===== src/rtl/scan_pkg.sv =====
// Shared types and helpers for the hex display scan controller.
//   scan_phase_t : slot phase (anti-ghosting dead time vs. digit shown)
//   NIBBLE_W     : bits per hex digit
//   MAX_DIGITS   : widest display the helpers support
//   lz_mask()    : per-digit leading-zero suppression vector
package scan_pkg;

    typedef enum logic {SCAN_BLANK, SCAN_SHOW} scan_phase_t;

    localparam int unsigned NIBBLE_W   = 4;
    localparam int unsigned MAX_DIGITS = 8;
    localparam int unsigned LZ_W       = NIBBLE_W * MAX_DIGITS;

    // Bit i set when digit i (i > 0) and every digit above it up to n-1 are zero.
    // Digit 0 is never flagged so a zero value still shows a single "0".
    function automatic logic [MAX_DIGITS-1:0] lz_mask(
        input logic [LZ_W-1:0] value,
        input int unsigned     n
    );
        logic                  all_zero;
        logic [MAX_DIGITS-1:0] mask;
        all_zero = 1'b1;
        mask     = '0;
        for (int i = int'(MAX_DIGITS) - 1; i >= 0; i--) begin
            if (i < int'(n)) begin
                all_zero = all_zero && (value[NIBBLE_W*i +: NIBBLE_W] == '0);
                mask[i]  = (i > 0) && all_zero;
            end
        end
        return mask;
    endfunction

endpackage


===== src/rtl/scan_slot_timer.sv =====
// Digit slot timer: owns the per-slot cycle counter, the digit index and the
// blank/show phase. Outputs are the values that take effect on the next
// cycle, so the top level can register its display outputs in step with them.
//   clk, reset_n : clock, async active-low reset
//   idx          : digit index for the next cycle
//   phase        : slot phase for the next cycle
//   frame_end    : next cycle is the last cycle of a frame
module scan_slot_timer
    import scan_pkg::*;
#(
    parameter  int unsigned PRESCALE = 50000,
    parameter  int unsigned BLANK    = 16,
    parameter  int unsigned NDIGITS  = 4,
    localparam int unsigned IDX_W    = (NDIGITS > 1) ? $clog2(NDIGITS) : 1
) (
    input  logic             clk,
    input  logic             reset_n,
    output logic [IDX_W-1:0] idx,
    output scan_phase_t      phase,
    output logic             frame_end
);

    localparam int unsigned CNT_W = $clog2(PRESCALE);

    logic [CNT_W-1:0] cnt_q, cnt_d;
    logic [IDX_W-1:0] idx_q, idx_d;
    scan_phase_t      phase_q, phase_d;
    logic             slot_end;

    // Slot counter, digit index and phase transitions.
    always_comb begin
        slot_end = (cnt_q == CNT_W'(PRESCALE - 1));
        cnt_d    = slot_end ? '0 : cnt_q + CNT_W'(1);
        idx_d    = idx_q;
        if (slot_end) begin
            idx_d = (idx_q == IDX_W'(NDIGITS - 1)) ? '0 : idx_q + IDX_W'(1);
        end
        phase_d = phase_q;
        case (phase_q)
            SCAN_BLANK: if (cnt_d == CNT_W'(BLANK)) phase_d = SCAN_SHOW;
            SCAN_SHOW:  if (slot_end)               phase_d = SCAN_BLANK;
            default:                                phase_d = SCAN_BLANK;
        endcase
        idx       = idx_d;
        phase     = phase_d;
        frame_end = (cnt_d == CNT_W'(PRESCALE - 1)) && (idx_d == IDX_W'(NDIGITS - 1));
    end

    always_ff @(posedge clk or negedge reset_n) begin
        if (!reset_n) begin
            cnt_q   <= '0;
            idx_q   <= '0;
            phase_q <= SCAN_BLANK;
        end else begin
            cnt_q   <= cnt_d;
            idx_q   <= idx_d;
            phase_q <= phase_d;
        end
    end

endmodule


===== src/rtl/hex_scan_driver.sv =====
// Time-multiplexed scan controller for an NDIGITS seven-segment hex display.
// Holds the displayed value, accepts updates over valid/ready into a pending
// register and swaps them in only at frame boundaries.
//   clk, reset_n            : clock, async active-low reset
//   load_valid/ready/data   : display value handshake (digit 0 in bits 3:0)
//   lz_blank_en             : leading-zero suppression enable
//   d                       : current digit nibble for the decoder
//   an                      : active-low anode enables
//   blank                   : force all segments off downstream
//   frame_done              : pulse on the last cycle of each frame
module hex_scan_driver
    import scan_pkg::*;
#(
    parameter  int unsigned NDIGITS  = 4,
    parameter  int unsigned PRESCALE = 50000,
    parameter  int unsigned BLANK    = 16,
    localparam int unsigned DATA_W   = NIBBLE_W * NDIGITS,
    localparam int unsigned IDX_W    = (NDIGITS > 1) ? $clog2(NDIGITS) : 1
) (
    input  logic                clk,
    input  logic                reset_n,
    input  logic                load_valid,
    output logic                load_ready,
    input  logic [DATA_W-1:0]   load_data,
    input  logic                lz_blank_en,
    output logic [NIBBLE_W-1:0] d,
    output logic [NDIGITS-1:0]  an,
    output logic                blank,
    output logic                frame_done
);

    logic [IDX_W-1:0] idx_nxt;
    scan_phase_t      phase_nxt;
    logic             frame_end_nxt;

    scan_slot_timer #(
        .PRESCALE (PRESCALE),
        .BLANK    (BLANK),
        .NDIGITS  (NDIGITS)
    ) u_timer (
        .clk       (clk),
        .reset_n   (reset_n),
        .idx       (idx_nxt),
        .phase     (phase_nxt),
        .frame_end (frame_end_nxt)
    );

    logic [DATA_W-1:0]     active_q, active_d;
    logic [DATA_W-1:0]     pending_q, pending_d;
    logic                  pend_full_q, pend_full_d;
    logic [NIBBLE_W-1:0]   d_q, d_d;
    logic [NDIGITS-1:0]    an_q, an_d;
    logic                  blank_q, blank_d;
    logic                  load_ready_q, load_ready_d;
    logic                  frame_done_q, frame_done_d;
    logic [MAX_DIGITS-1:0] lz_vec;
    logic                  suppress;
    logic                  show;

    // Handshake and frame-boundary swap. frame_done_q marks the boundary
    // cycle; accept and transfer are exclusive since accept needs pending empty.
    always_comb begin
        active_d    = active_q;
        pending_d   = pending_q;
        pend_full_d = pend_full_q;
        if (frame_done_q && pend_full_q) begin
            active_d    = pending_q;
            pend_full_d = 1'b0;
        end
        if (load_valid && !pend_full_q) begin
            pending_d   = load_data;
            pend_full_d = 1'b1;
        end
    end

    // Output decode from the state the registers will hold next cycle, so the
    // registered outputs track the registered state without a lag.
    always_comb begin
        lz_vec   = lz_mask(LZ_W'(active_d), NDIGITS);
        d_d      = '0;
        suppress = 1'b0;
        for (int i = 0; i < int'(NDIGITS); i++) begin
            if (idx_nxt == IDX_W'(i)) begin
                d_d      = active_d[NIBBLE_W*i +: NIBBLE_W];
                suppress = lz_blank_en && lz_vec[i];
            end
        end
        show = (phase_nxt == SCAN_SHOW) && !suppress;
        an_d = '1;
        if (show) begin
            for (int i = 0; i < int'(NDIGITS); i++) begin
                if (idx_nxt == IDX_W'(i)) an_d[i] = 1'b0;
            end
        end
        blank_d      = !show;
        load_ready_d = !pend_full_d;
        frame_done_d = frame_end_nxt;
    end

    always_ff @(posedge clk or negedge reset_n) begin
        if (!reset_n) begin
            active_q     <= '0;
            pending_q    <= '0;
            pend_full_q  <= 1'b0;
            d_q          <= '0;
            an_q         <= '1;
            blank_q      <= 1'b1;
            load_ready_q <= 1'b1;
            frame_done_q <= 1'b0;
        end else begin
            active_q     <= active_d;
            pending_q    <= pending_d;
            pend_full_q  <= pend_full_d;
            d_q          <= d_d;
            an_q         <= an_d;
            blank_q      <= blank_d;
            load_ready_q <= load_ready_d;
            frame_done_q <= frame_done_d;
        end
    end

    assign d          = d_q;
    assign an         = an_q;
    assign blank      = blank_q;
    assign load_ready = load_ready_q;
    assign frame_done = frame_done_q;

endmodule


===== config.mk =====
export PLATFORM = sky130hd
export DESIGN_NAME = hex_scan_driver
export DESIGN_NICKNAME = d
export VERILOG_FILES = /design/src/rtl/scan_pkg.sv /design/src/rtl/scan_slot_timer.sv /design/src/rtl/hex_scan_driver.sv
export SDC_FILE = /design/constraint.sdc
export NUM_CORES = 1
export LEC_CHECK = 0
export ABC_CLOCK_PERIOD_IN_PS = 7830
export CELL_PAD_IN_SITES_DETAIL_PLACEMENT = 1
export CELL_PAD_IN_SITES_GLOBAL_PLACEMENT = 1
export CORE_ASPECT_RATIO = 0.75
export CORE_MARGIN = 8
export CORE_UTILIZATION = 49
export CTS_CLUSTER_SIZE = 24
export DETAILED_ROUTE_END_ITERATION = 10
export PLACE_DENSITY_LB_ADDON = 0.1
export SYNTH_ARGS = -nofsm -noshare
export SYNTH_HDL_FRONTEND = slang
export SYNTH_SLANG_ARGS = --single-unit

===== constraint.sdc =====
create_clock -name clk -period 7.83 [get_ports clk]
set_clock_uncertainty 0.15 [all_clocks]
set_input_delay 0.783 -clock clk [delete_from_list [all_inputs] [get_ports clk]]
set_output_delay 0.783 -clock clk [all_outputs]
set_load 0.02 [all_outputs]

* Yosys cells after proc, flatten, opt, wreduce, memory -nomap -nowiden
Cells that the tools add are included.
Storage, ports and cells: register bits after elaboration 63, input bits 20, output and inout bits 11, word-level logic and storage cells 59
Operators by class: add/sub/neg operators 2, eq/ne operators 7, mux-type cells 21, bitwise logic cells 1, reduce and logical (&&, ||, !) cells 17
Operators by type and width (number):
- $eq 16x16->1 const B | 2
- $mux 16 | 2
- $mux 4 | 5
- $add 16x1->16 const B | 1
- $eq 16x5->1 const B | 1
- $logic_not 4->1 | 3
- $mux 1 | 11
- $logic_and 1x1->1 | 9
- $eq 2x2->1 const B | 3
- $logic_not 1->1 | 4
- $mux 2 | 2
- $add 2x1->2 const B | 1
- $eq 2x1->1 const B | 1
- $logic_not 2->1 | 1
- $pmux 1 s2 | 1
- $not 1->1 | 1

* Logic depth before layout (Yosys ltp)
depth in word-level cells 12, gate-level depth with buffers 8

* Cells and area by module
From an unflattened synthesis, not the netlist that was laid out.
Unflattened totals: cells, all modules 223, area, all modules 2906.5 µm²
Modules (own cells, without submodules):
- hex_scan_driver | times used 1, cells an instance 114, area each 1780.5 µm²
- scan_slot_timer | times used 1, cells an instance 109, area each 1126.1 µm²

* Least setup slack after synthesis
No wires, ideal clock.
path kind reg2reg, from register u_timer.cnt_q[0], to register an_q[1] (netlist: an[1]), setup time 0.102 ns, arrival time 2.243 ns, required time 7.578 ns, setup slack 5.335 ns, cell stages (with the launch flop) 8, cell sequence dfrtp_1 ha_1 nand3_1 nor4_1 xor2_1 or4_4 o31ai_4 o2111ai_1
Between the ends: elaborated cells on any way between the ends 18
RTL lines:
- from (decl) | RTL line scan_slot_timer.sv:25 | logic [CNT_W-1:0] cnt_q, cnt_d;
- from (signal assigned) | RTL line scan_slot_timer.sv:55 | cnt_q <= cnt_d;
- $add 16x1->16 or $eq 16x16->1 (tied branches) | RTL line scan_slot_timer.sv:33, scan_slot_timer.sv:32
- $mux 16 * | RTL line scan_slot_timer.sv:33 | cnt_d = slot_end ? '0 : cnt_q + CNT_W'(1);
- named net u_timer.cnt_d[12] | RTL line scan_slot_timer.sv:25
- $eq 16x5->1 * | RTL line scan_slot_timer.sv:40 | SCAN_BLANK: if (cnt_d == CNT_W'(BLANK)) phase_d = SCAN_SHOW;
- $mux 1 * | RTL line scan_slot_timer.sv:40
- $pmux 1 s2 * | RTL line scan_slot_timer.sv:39 | case (phase_q)
- named net phase_nxt | RTL line hex_scan_driver.sv:33 | scan_phase_t phase_nxt;
- $logic_and 1x1->1 * | RTL line hex_scan_driver.sv:88 | show = (phase_nxt == SCAN_SHOW) && !suppress;
- $mux 4 * | RTL line hex_scan_driver.sv:90 | if (show) begin
- named net an_d[1] | RTL line hex_scan_driver.sv:52 | logic [NDIGITS-1:0] an_q, an_d;
- to (signal assigned) | RTL line hex_scan_driver.sv:115 | an_q <= an_d;
- to (decl) | RTL line hex_scan_driver.sv:52
Mark *: on every way through the listed nets, which the timed path passes. The rest lies on a longest branch. A chain may end at the register's enable or synchronous reset.

* Final worst setup path
from register u_timer.cnt_q[10], to register d_q[1] (netlist: d[1])
Between the ends: longest elaborated chain between the ends 7, elaborated cells on any way between the ends 10
RTL lines:
- $eq 16x16->1 * | RTL line scan_slot_timer.sv:32 | slot_end = (cnt_q == CNT_W'(PRESCALE - 1));
- $mux 2 * | RTL line scan_slot_timer.sv:35 | if (slot_end) begin
- named net idx_nxt[1] | RTL line hex_scan_driver.sv:32 | logic [IDX_W-1:0] idx_nxt;
- $logic_not 2->1 | RTL line hex_scan_driver.sv:83 | if (idx_nxt == IDX_W'(i)) begin
- $mux 4 (3 in series) | RTL line hex_scan_driver.sv:83
- $mux 4 * | RTL line hex_scan_driver.sv:83
- named net d_d[1] | RTL line hex_scan_driver.sv:51 | logic [NIBBLE_W-1:0] d_q, d_d;
- to (signal assigned) | RTL line hex_scan_driver.sv:105 | d_q <= '0;
- to (signal assigned) | RTL line hex_scan_driver.sv:114 | d_q <= d_d;
- to (decl) | RTL line hex_scan_driver.sv:51
Marked as above.

==> reports/qor.tcl <==
set qor(least_setup_slack_across_all_paths_after_layout_ns) 4.52
set qor(fill_cells) 593
set qor(grt_pass1_wl_um) 11300
set qor(skew_pair_late_insertion_delay_ns) 0.34
set qor(cts_hold_buf) 0
set qor(post_synth_instance_area_um2) 2870
set qor(totalWireLength_um) 6800
set qor(cts_root_buf) {sky130_fd_sc_hd__clkbuf_8}
set qor(via_count) 2000
set qor(die_h_um) 82.3
set qor(finalWorstPathRequiredPeriod_ns) 3.31
set qor(worst_slew_slack_as_a_fraction_of_its_limit_pct) 14.6
set qor(floorplan.initialDensity_pct) 50.1
set qor(coreArea_um2) 5740
set qor(drc_errors) 0
set qor(crit_path_end_kind) {register}
set qor(clock_tree.htree_level_count) 3
set qor(power_leakage_nw) 1.56
set qor(detailed_place_hpwl_um) 4970
set qor(rows) 24
set qor(hold_worst_slack_ns) 0.358
set qor(gp_congestion) 0.855
set qor(antenna_found_initial) 0
set qor(grt.total_usage_pct) 17.1
set qor(syn2layout_area_growth_pct) 20.8
set qor(numCtsBuffers) 9
set qor(detailed_place.area_um2) 3250
set qor(setup_viol) 0
set qor(post_cts.repair.setup_buffers) 0
set qor(cts_resized) 0
set qor(antenna_cells_inserted) 0
set qor(postRouteAntennaNets) 0
set qor(vias_per_cell) 5.60
set qor(critPathRequiredTime_ns) 7.87
set qor(async_flop_share_pct) 100
set qor(vdd.ir_drop.worst_mv) 0.105
set qor(worst_hold_path_type) {reg2reg}
set qor(clk_pin_slew_ns) 0.07
set qor(slowest_stage_delay_cp_ns) 1.01
set qor(cts.path.max_buffers) 2
set qor(distinct_cells_synth) 40
set qor(worstPathBufferInverterCount) 1
set qor(seq_area_frac_synth_pct) 55.1
set qor(detailedRoute.firstIterationViolations) 84
set qor(port_buffers) 30
set qor(synth_edf_count) 0
set qor(rsz0062_at_grt) {no}
set qor(tightest_slew_ns) 1.25
set qor(cell_class_contributing_the_biggest_share_of_worst_path_delay) {simple AND/OR/NAND/NOR gates}
set qor(drt_pre_antenna_iters) 4
set qor(power_density_nw_per_um2) 218
set qor(io_pins) 31
set qor(average_cell_area_after_synthesis_um2) 12.1
set qor(first_global_vias) 2077
set qor(worst_ep_arrival_time_ns) 3.36
set qor(yosys_register_bits) 63
set qor(worst_path_max_delay_cell) {sky130_fd_sc_hd__mux2i_1}
set qor(layout_cell_share_with_drive_strength_beyond_1_pct) 21.5
set qor(die_area_um2) 8590
set qor(clock-sinks) 63
set qor(cell_chain_of_the_critical_path) {nor4b_1 > nand4_1 > mux2i_1 > inv_1 > nor2_1 > or3_1 > o21ai_0}
set qor(power_consumption_mw) 0.756
set qor(setup.worst_path.start_class) {register}
set qor(outcome) {completed}
set qor(hold_viol) 0
set qor(clock_tree_from_tritoncts) {done}
set qor(synthesis.nets) 262
set qor(finalMaxSlewViolations) 0
set qor(detailedPlace.worstSlack_ns) 4.63
set qor(fin_cells) 357
set qor(period_share_pct) 42.3
set qor(layout.core_utilization_pct) 60.5
set qor(overflow_left_after_global_routing) 0
set qor(fp.dieW_um) 104
set qor(final_area_um2) 3470
set qor(grt_max_degree) 64
set qor(netlist_instances) 238
set qor(max_clock_freq_ghz) 0.302
set qor(worst-setup-path-type) {reg2reg}
set qor(ys_dominant_reg_cell) {sky130_fd_sc_hd__dfrtp_1}
set qor(max-cap-violations) 0
set qor(setup_total_negative_slack_ns) 0
set qor(placed_cells) 341
set qor(design.final.nets) 298
set qor(critical_path_peak_fanout) 13
set qor(synth_warnings) 0
set qor(mean_routed_wirelength_per_cell_um) 19.1
[placed cells by master, fill, tap and decap left out, types with 2 or more instances in the layout]
| cell | n |
|---|---|
| sky130_fd_sc_hd__a21oi_1 | 4 |
| sky130_fd_sc_hd__and3_1 | 2 |
| sky130_fd_sc_hd__and4_1 | 4 |
| sky130_fd_sc_hd__buf_4 | 2 |
| sky130_fd_sc_hd__bufinv_16 | 2 |
| sky130_fd_sc_hd__clkbuf_8 | 10 |
| sky130_fd_sc_hd__clkdlybuf4s50_1 | 29 |
| sky130_fd_sc_hd__dfrtp_1 | 57 |
| sky130_fd_sc_hd__dfstp_2 | 6 |
| sky130_fd_sc_hd__ha_1 | 4 |
| sky130_fd_sc_hd__inv_1 | 9 |
| sky130_fd_sc_hd__mux2_2 | 30 |
| sky130_fd_sc_hd__mux2i_1 | 7 |
| sky130_fd_sc_hd__nand2_1 | 10 |
| sky130_fd_sc_hd__nand3_1 | 12 |
| sky130_fd_sc_hd__nand4_1 | 5 |
| sky130_fd_sc_hd__nor2_1 | 19 |
| sky130_fd_sc_hd__nor2b_1 | 2 |
| sky130_fd_sc_hd__nor3_1 | 8 |
| sky130_fd_sc_hd__nor4_1 | 5 |
| sky130_fd_sc_hd__nor4b_1 | 2 |
| sky130_fd_sc_hd__o2111ai_1 | 2 |
| sky130_fd_sc_hd__o211ai_1 | 4 |
| sky130_fd_sc_hd__o21a_1 | 2 |
| sky130_fd_sc_hd__o21ai_0 | 6 |
| sky130_fd_sc_hd__o31ai_4 | 2 |
| sky130_fd_sc_hd__or3_1 | 2 |
| sky130_fd_sc_hd__or4_1 | 3 |
| sky130_fd_sc_hd__xnor2_1 | 8 |
| sky130_fd_sc_hd__xor2_1 | 5 |
[layout make-up]
class	count	area (µm²)	share of cell area (%)
Sequential cell	63	1580	45.6
Inverter	9	33.8	0.973
Clock buffer	11	141	4.07
Timing Repair Buffer	32	310	8.94
Tap cell	78	97.6	2.81
Multi-Input combinational cell	159	1220	35.2
Clock inverter	5	81.3	2.34
[flip-flops by register name, indices dropped and copies added (netlist names), 2 cells and up]
register and count:
u_timer.idx_q 2, u_timer.cnt_q 16, pending_q 16, an 4, active_q 16, d 4
[cells by family after synthesis]
kind of cell	Yosys count	synth area share, %
compound gates	25	6.66
flops	63	55.1
mux	38	14.7
simple gates	79	15.5
buf+inv	16	2.31
xor+xnor	13	3.96
fa+ha+maj	4	1.74
[report_power, final]
group	leakage (nW)	internal [mW]	switching, mW	total (mW)
combinational	0.651	0.0358	0.0211	0.0568
sequential	0.799	0.359	0.0270	0.386
clock	0.110	0.188	0.125	0.313
total	1.56	0.583	0.173	0.756
[cell usage after synthesis, types with 3 or more instances]
| master | number | share of area, % |
|---|---|---|
| sky130_fd_sc_hd__dfrtp_1 | 57 | 50 |
| sky130_fd_sc_hd__mux2_2 | 30 | 12 |
| sky130_fd_sc_hd__nor2_1 | 19 | 2.5 |
| sky130_fd_sc_hd__nand3_1 | 12 | 2.1 |
| sky130_fd_sc_hd__nand2_1 | 10 | 1.3 |
| sky130_fd_sc_hd__inv_1 | 9 | 1.2 |
| sky130_fd_sc_hd__nor3_1 | 8 | 1.4 |
| sky130_fd_sc_hd__xnor2_1 | 8 | 2.4 |
| sky130_fd_sc_hd__mux2i_1 | 7 | 2.4 |
| sky130_fd_sc_hd__dfstp_2 | 6 | 5.5 |
| sky130_fd_sc_hd__o21ai_0 | 6 | 1.0 |
| sky130_fd_sc_hd__nand4_1 | 5 | 1.1 |
| sky130_fd_sc_hd__nor4_1 | 5 | 1.1 |
| sky130_fd_sc_hd__xor2_1 | 5 | 1.5 |
| sky130_fd_sc_hd__a21oi_1 | 4 | 0.70 |
| sky130_fd_sc_hd__and4_1 | 4 | 1.2 |
| sky130_fd_sc_hd__clkbuf_1 | 4 | 0.52 |
| sky130_fd_sc_hd__ha_1 | 4 | 1.7 |
| sky130_fd_sc_hd__o211ai_1 | 4 | 1.0 |
| sky130_fd_sc_hd__or4_1 | 3 | 0.78 |
[path summary, 6_finish.rpt]
kind | start | slack [ns] | end | cells past startpoint
setup / recovery | u_timer.cnt_q[10] | 4.52 | d[1] | 7
hold / removal | active_q[3] | 0.36 | active_q[3] | 1
setup reg to reg | u_timer.cnt_q[10] | 4.52 | d[1] | 7
hold reg to reg | active_q[3] | 0.36 | active_q[3] | 1
max in group asynchronous | reset_n | 6.56 | u_timer.cnt_q[4] | 2
min in group asynchronous | reset_n | 0.44 | u_timer.cnt_q[11] | 2
[worst reg2reg max path, cell delays in order (launching register included)]
cell and delay [ns]:
sky130_fd_sc_hd__dfrtp_1 0.48, sky130_fd_sc_hd__nor4b_1 0.51, sky130_fd_sc_hd__nand4_1 0.31, sky130_fd_sc_hd__mux2i_1 1.01, sky130_fd_sc_hd__inv_1 0.34, sky130_fd_sc_hd__nor2_1 0.17, sky130_fd_sc_hd__or3_1 0.10, sky130_fd_sc_hd__o21ai_0 0.10
[layer usage]
layer | vias up | global-route usage, % | part of all wire (%) | routed length (µm)
met2 | 54 | 25.1 | 43 | 2910
met3 | 6 | 5.66 | 5.4 | 366
li1 | 939 | - | - | -
met1 | 1001 | 23.4 | 51 | 3470
met5 | - | 0 | 0 | 0
met4 | 0 | 5.32 | 0.78 | 53
Power figures use the tool's default switching activity.
